<file path="src/rtl/noc_port_adapter.sv">
// rtl/noc_port_adapter.sv - CPU valid/ready bridge to one circulant-NoC router port
// TX/RX FIFOs, inject FSM with a mandatory gap cycle, local loopback, dest check, drop counter.
module noc_port_adapter #(
  parameter int NODES   = 9,
  parameter int ADDR_W  = 4,
  parameter int DATA_W  = 8,
  parameter int CPU_W   = 32,
  parameter int DEPTH   = 4,
  parameter int NODE_ID = 9,
  localparam int FLIT_W = 1 + 2*ADDR_W + DATA_W,
  localparam int LVL_W  = $clog2(DEPTH) + 1
) (
  input  logic              clk,
  input  logic              rst_n,
  input  logic              cpu_tx_valid,
  output logic              cpu_tx_ready,
  input  logic [CPU_W-1:0]  cpu_tx_data,
  output logic              cpu_rx_valid,
  input  logic              cpu_rx_ready,
  output logic [CPU_W-1:0]  cpu_rx_data,
  output logic [FLIT_W-1:0] to_r,
  input  logic              r_busy,
  input  logic [FLIT_W-1:0] from_r,
  output logic [ADDR_W-1:0] r_name,
  output logic              err_dest,
  output logic [7:0]        rx_drop_cnt,
  output logic [LVL_W-1:0]  tx_level,
  output logic [LVL_W-1:0]  rx_level
);
  localparam int PTR_W = $clog2(DEPTH);
  localparam int ENT_W = ADDR_W + DATA_W;
  localparam logic [ADDR_W-1:0] MY_ID   = ADDR_W'(NODE_ID);
  localparam logic [ADDR_W:0]   NODES_W = (ADDR_W+1)'(NODES);
  localparam logic [LVL_W-1:0]  FULL_LVL = LVL_W'(DEPTH);
  localparam logic [1:0] IDLE = 2'd0, SEND = 2'd1, GAP = 2'd2;

  logic [1:0]        state;
  logic              ready_en;
  logic [ENT_W-1:0]  tx_mem [DEPTH];
  logic [ENT_W-1:0]  rx_mem [DEPTH];
  logic [PTR_W-1:0]  tx_wr, tx_rd, rx_wr, rx_rd;
  logic              tx_empty, tx_full, rx_empty;
  logic [ENT_W-1:0]  tx_head;
  logic [ADDR_W-1:0] head_dest, in_dest;
  logic [DATA_W-1:0] head_pl;
  logic              dest_bad, tx_hs, tx_push, tx_pop;
  logic              lb_full, lb_take, lb_write;
  logic [ENT_W-1:0]  lb_data;
  logic              fr_valid, rx_can, rx_push, rx_pop;
  logic [ENT_W-1:0]  rx_wdata;
  logic              unused_bits;

  assign r_name    = MY_ID;
  assign tx_empty  = (tx_level == '0);
  assign tx_full   = (tx_level == FULL_LVL);
  assign rx_empty  = (rx_level == '0);
  assign tx_head   = tx_mem[tx_rd];
  assign head_dest = tx_head[ENT_W-1:DATA_W];
  assign head_pl   = tx_head[DATA_W-1:0];
  assign in_dest   = cpu_tx_data[ENT_W-1:DATA_W];
  // Own address is always deliverable through loopback, even when it lies outside 0..NODES-1.
  assign dest_bad  = ({1'b0, in_dest} >= NODES_W) && (in_dest != MY_ID);

  assign cpu_tx_ready = ready_en && !tx_full;
  assign tx_hs        = cpu_tx_valid && cpu_tx_ready;
  assign tx_push      = tx_hs && !dest_bad;

  assign fr_valid     = from_r[FLIT_W-1];
  assign cpu_rx_valid = !rx_empty;
  assign cpu_rx_data  = rx_empty ? '0 : CPU_W'(rx_mem[rx_rd]);
  assign rx_pop       = cpu_rx_valid && cpu_rx_ready;
  assign rx_can       = (rx_level < FULL_LVL) || rx_pop;
  assign lb_write     = lb_full && !fr_valid && rx_can;
  assign rx_push      = (fr_valid && rx_can) || lb_write;
  assign rx_wdata     = fr_valid ? from_r[ENT_W-1:0] : lb_data;
  assign unused_bits  = ^{cpu_tx_data, from_r};

  always_comb begin
    tx_pop  = 1'b0;
    lb_take = 1'b0;
    case (state)
      IDLE: if (!tx_empty && head_dest == MY_ID && !lb_full) begin
        tx_pop  = 1'b1;
        lb_take = 1'b1;
      end
      SEND: tx_pop = !r_busy;
      default: ;
    endcase
  end

  always_ff @(posedge clk) begin
    if (!rst_n) begin
      state <= IDLE;
      to_r  <= '0;
    end else begin
      case (state)
        IDLE: if (!tx_empty && head_dest != MY_ID) begin
          to_r  <= {1'b1, head_dest, MY_ID, head_pl};
          state <= SEND;
        end
        SEND: if (!r_busy) begin
          to_r  <= '0;
          state <= GAP;
        end
        GAP: state <= IDLE;
        default: begin
          state <= IDLE;
          to_r  <= '0;
        end
      endcase
    end
  end

  always_ff @(posedge clk) begin
    if (tx_push) tx_mem[tx_wr] <= cpu_tx_data[ENT_W-1:0];
    if (rx_push) rx_mem[rx_wr] <= rx_wdata;
  end

  always_ff @(posedge clk) begin
    if (!rst_n) begin
      ready_en    <= 1'b0;
      err_dest    <= 1'b0;
      tx_wr       <= '0;
      tx_rd       <= '0;
      tx_level    <= '0;
      rx_wr       <= '0;
      rx_rd       <= '0;
      rx_level    <= '0;
      lb_full     <= 1'b0;
      lb_data     <= '0;
      rx_drop_cnt <= '0;
    end else begin
      ready_en <= 1'b1;
      err_dest <= tx_hs && dest_bad;
      if (tx_push) tx_wr <= tx_wr + PTR_W'(1);
      if (tx_pop)  tx_rd <= tx_rd + PTR_W'(1);
      if (tx_push && !tx_pop)      tx_level <= tx_level + LVL_W'(1);
      else if (!tx_push && tx_pop) tx_level <= tx_level - LVL_W'(1);
      if (rx_push) rx_wr <= rx_wr + PTR_W'(1);
      if (rx_pop)  rx_rd <= rx_rd + PTR_W'(1);
      if (rx_push && !rx_pop)      rx_level <= rx_level + LVL_W'(1);
      else if (!rx_push && rx_pop) rx_level <= rx_level - LVL_W'(1);
      // Loopback words are staged one cycle so they can yield to router traffic.
      if (lb_take) begin
        lb_full <= 1'b1;
        lb_data <= {MY_ID, head_pl};
      end else if (lb_write) begin
        lb_full <= 1'b0;
      end
      if (fr_valid && !rx_can && rx_drop_cnt != 8'hFF)
        rx_drop_cnt <= rx_drop_cnt + 8'd1;
    end
  end
endmodule

</file>
<file path="config.mk">
export PLATFORM = sky130hd
export DESIGN_NAME = noc_port_adapter
export DESIGN_NICKNAME = d
export VERILOG_FILES = /design/src/rtl/noc_port_adapter.sv
export SDC_FILE = /design/constraint.sdc
export NUM_CORES = 1
export LEC_CHECK = 0
export ABC_AREA = 1
export BUFFER_PORTS_ARGS = -buffer_cell sky130_fd_sc_hd__buf_2
export CAP_MARGIN = 25
export CORE_ASPECT_RATIO = 0.9
export CORE_MARGIN = 8
export CORE_UTILIZATION = 30
export DETAILED_ROUTE_END_ITERATION = 16
export PLACE_DENSITY = 0.48
export RECOVER_POWER = 50
export SYNTH_ARGS = -nofsm -noshare
export SYNTH_HDL_FRONTEND = slang
export SYNTH_SLANG_ARGS = --single-unit
</file>
<file path="constraint.sdc">
create_clock -name clk -period 3.9 [get_ports clk]
set_input_delay 0.585 -clock clk [delete_from_list [all_inputs] [get_ports clk]]
set_output_delay 0.585 -clock clk [all_outputs]
set_load 0.03 [all_outputs]
</file>
==> results by group <==
Run status
  – Status: finished clean

Clocking
  – Clock tree buffer depth: 2
  – CTS tree: built
  – Root Buffer: clkbuf_16
  – Number of clock sinks: between 100 and 150
  – Clock latency on the worst-skew pair: 410 ps
  – Reg clk slew, reported paths: around 60 ps
  – Post-CTS Setup Repair Bufs: 0
  – # hold bufs at CTS: 0
  – H-Tree Depth: 4
  – PostCTS Resize Cnt: 0
  – TritonCTS Buffers: 17

Logic synthesis
  – Netlist Area Pre-Place: around 6500 um2
  – Register area share after synthesis: 60.9%
  – Cell taking the most area after synthesis: edfxtp_1
  – Warnings, synthesis: 0
  – Gate Count Post-Synth: 636
  – Synth top area share: 44.5%
  – Syn avg cell area: 10.2 um2
  – Synth area leaders: edfxtp_1 44%, dfxtp_1 16%, nor2_1 5.8%
  – Register bit count reported by yosys: 149
  – Synth unique cells: 36

Power
  – Leak: just under 3 nW
  – VDD IR max: 0.384 mV
  – Pwr/cell area: 695 nW/um2
  – Total Power: 0.00526 W

STA
  – Slew of the pin with the lowest slew margin: 1390 ps
  – Final Setup Violations: 0
  – RSZ-0062 raised after global routing: no
  – Headroom to the max-slew limit: under 10%
  – Fin crit share: 72.8%
  – Fin Clk Skew: 12.3 ps
  – Final worst path period need: 2840 ps
  – Final hold vios: 0
  – Max-slew violation count: 0
  – Max Freq: 352 MHz
  – Setup TNS: 0 ps

Critical path
  – Crit path kind: reg -> out
  – Setup crit start kind: flip-flop
  – Worst setup path end: cpu_rx_data[6]
  – WP data required: 3310 ps
  – Worst Reg-to-Reg Cells: 16
  – Worst setup EP type: output port
  – Reg2reg end: tx_level[2]
  – FF-to-FF setup slack: 1150 ps
  – Crit path max fanout: 13
  – Critical Path AT: between 2000 and 2500 ps

Worst hold path
  – Hold Path Class: in -> reg

Routing
  – DRC: 0
  – Iteration-0 DRC Markers: 196
  – Post-Route WL: 15,600 um
  – Antenna viol nets, final: 0
  – Vias: approximately 4,400
  – Wire per inst: ~15 um
  – 1st-pass router iterations: 5
  – DR vias/cell: 4.36

Floorplan
  – Initial Util: 30.2%
  – Die Width: 171 um
  – Io pins: 124
  – Row cnt: between 50 and 60
  – Die height: 155 um
  – DIE AREA: 26,600 um2
  – Placeable Area: 21,400 um2

Cells and area
  – Most frequent cells in the layout: 101 x nor2_1, 96 x edfxtp_1, 72 x nand2_1
  – Final Core Density: 35.3%
  – Fin nets: 778
  – Ant diodes: 0
  – Synthesis-to-finish area growth: 16.9%
  – Layout cell share with drive strength beyond 1: 14.1%
  – Layout fillers: approximately 2,200
  – Most common cell after layout, fill and taps aside: nor2_1

Placement
  – DP HPWL: ~10,000 um
  – Port Buffers: 73
  – RePlAce Congestion: 0.757

Global routing
  – Initial antenna violation count: 0
  – Number of global-route vias before repair: ~4,500
  – Largest net degree at the start of global routing: 27
  – First-pass GRT wire length: 23,900 um
  – GRT Residual Overflow: 0
  – GR Util All Layers: 11.8%

Run
  – Max-cap violations: 0
[stage by stage]
step | worst slack [ps] | hold WS (ps) | instances | instance area, um2
after CTS | 977 | 366 | 1014 | 7630
after global routing | 814 | 438 | 1015 | 7570
final | 1060 | 444 | 1015 | 7570
after global placement | 1190 | 438 | 982 | 7010
after floorplan | 1160 | 430 | 660 | 6570
after detailed placement | 1110 | 452 | 982 | 7010
[synth_stat cells]
| master | instances |
|---|---|
| nor2_1 | 100 |
| edfxtp_1 | 96 |
| nand2_1 | 71 |
| o21ai_0 | 62 |
| inv_1 | 54 |
| dfxtp_1 | 53 |
| a21oi_1 | 42 |
| buf_4 | 29 |
| nand3_1 | 29 |
| clkbuf_1 | 12 |
| nand3_2 | 12 |
| ha_1 | 11 |
| a21oi_2 | 8 |
| o22ai_1 | 8 |
| nand2_2 | 6 |
| buf_2 | 4 |
| o21ai_1 | 4 |
| buf_1 | 3 |
| buf_6 | 3 |
| inv_2 | 3 |
| nor3_1 | 3 |
| xnor2_1 | 3 |
| buf_12 | 2 |
| conb_1 | 2 |
| fa_1 | 2 |
| nand3b_1 | 2 |
| nand4_1 | 2 |
| xor2_1 | 2 |
| a31oi_1 | 1 |
| buf_8 | 1 |
| clkbuf_4 | 1 |
| inv_8 | 1 |
| nand2_4 | 1 |
| nor2_2 | 1 |
| nor2_4 | 1 |
| o21ai_2 | 1 |
[metal layers]
layer	vias up	track usage, %	part of all wire, %
li1	2229	-	-
met2	97	20.0	49
met4	0	4.30	0.86
met1	2094	14.3	45
met5	-	0	0
met3	10	3.06	5.3
[worst max-delay path, stage by stage, from the launching register on]
cell	delay [ps]
dfxtp_1	700
inv_1	400
nor2_1	180
o21ai_0	90
a21oi_1	230
buf_2	250
[kinds of logic (layout without fill, tap and decap cells)]
family | count (synthesis) | count (layout) | share of synthesized area [%]
xor gates and xnor gates | 5 | 5 | 0.676
other | 2 | 26 | 0.116
AOI/OAI and AO/OA | 126 | 126 | 10.4
DFF | 149 | 149 | 60.9
buffers and inverters | 113 | 177 | 9.50
adders and majority gates | 13 | 13 | 2.74
and+or+nand+nor | 228 | 228 | 15.7
[report_power, final]
| group | leakage (nW) | switching (W) | internal (W) |
|---|---|---|---|
| combinational | 1.30 | 0.00117 | 0.000405 |
| sequential | 1.31 | 0.000125 | 0.00189 |
| clock | 0.310 | 0.000632 | 0.00104 |
[flip-flops by register name, summed over array words and instances (netlist names), named ones only]
register	count
ready_en	1
lb_data	9
tx_rd	2
err_dest	1
rx_level	3
rx_drop_cnt	8
rx_rd	2
tx_wr	2
to_r	13
rx_wr	2
tx_mem	48
tx_level	3
state	2
rx_mem	48
lb_full	1
[area by class of cell]
cell class | count | area, um2 | area share (%)
Sequential cell | 149 | 3940 | 52.1
Multi-Input combinational cell | 398 | 2000 | 26.4
Clock buffer | 25 | 582 | 7.68
Timing Repair Buffer | 87 | 412 | 5.43
Tap cell | 291 | 364 | 4.81
Inverter | 58 | 225 | 2.97
Clock inverter | 7 | 46.3 | 0.611
[how the worst min path moves through the flow]
stage	start	end	slack, ps	cells past startpoint
5_1_grt	cpu_tx_data[2]	tx_mem[1][2]	440	1
6_report	cpu_tx_data[8]	tx_mem[3][8]	440	1
4_1_cts	cpu_tx_data[7]	tx_mem[0][7]	370	1
2_1_floorplan	lb_data[8]	lb_data[8]	430	2
3_5_place_dp	lb_data[8]	lb_data[8]	450	2
3_3_place_gp	lb_data[8]	lb_data[8]	440	2
(Power assumes the default switching activity.)
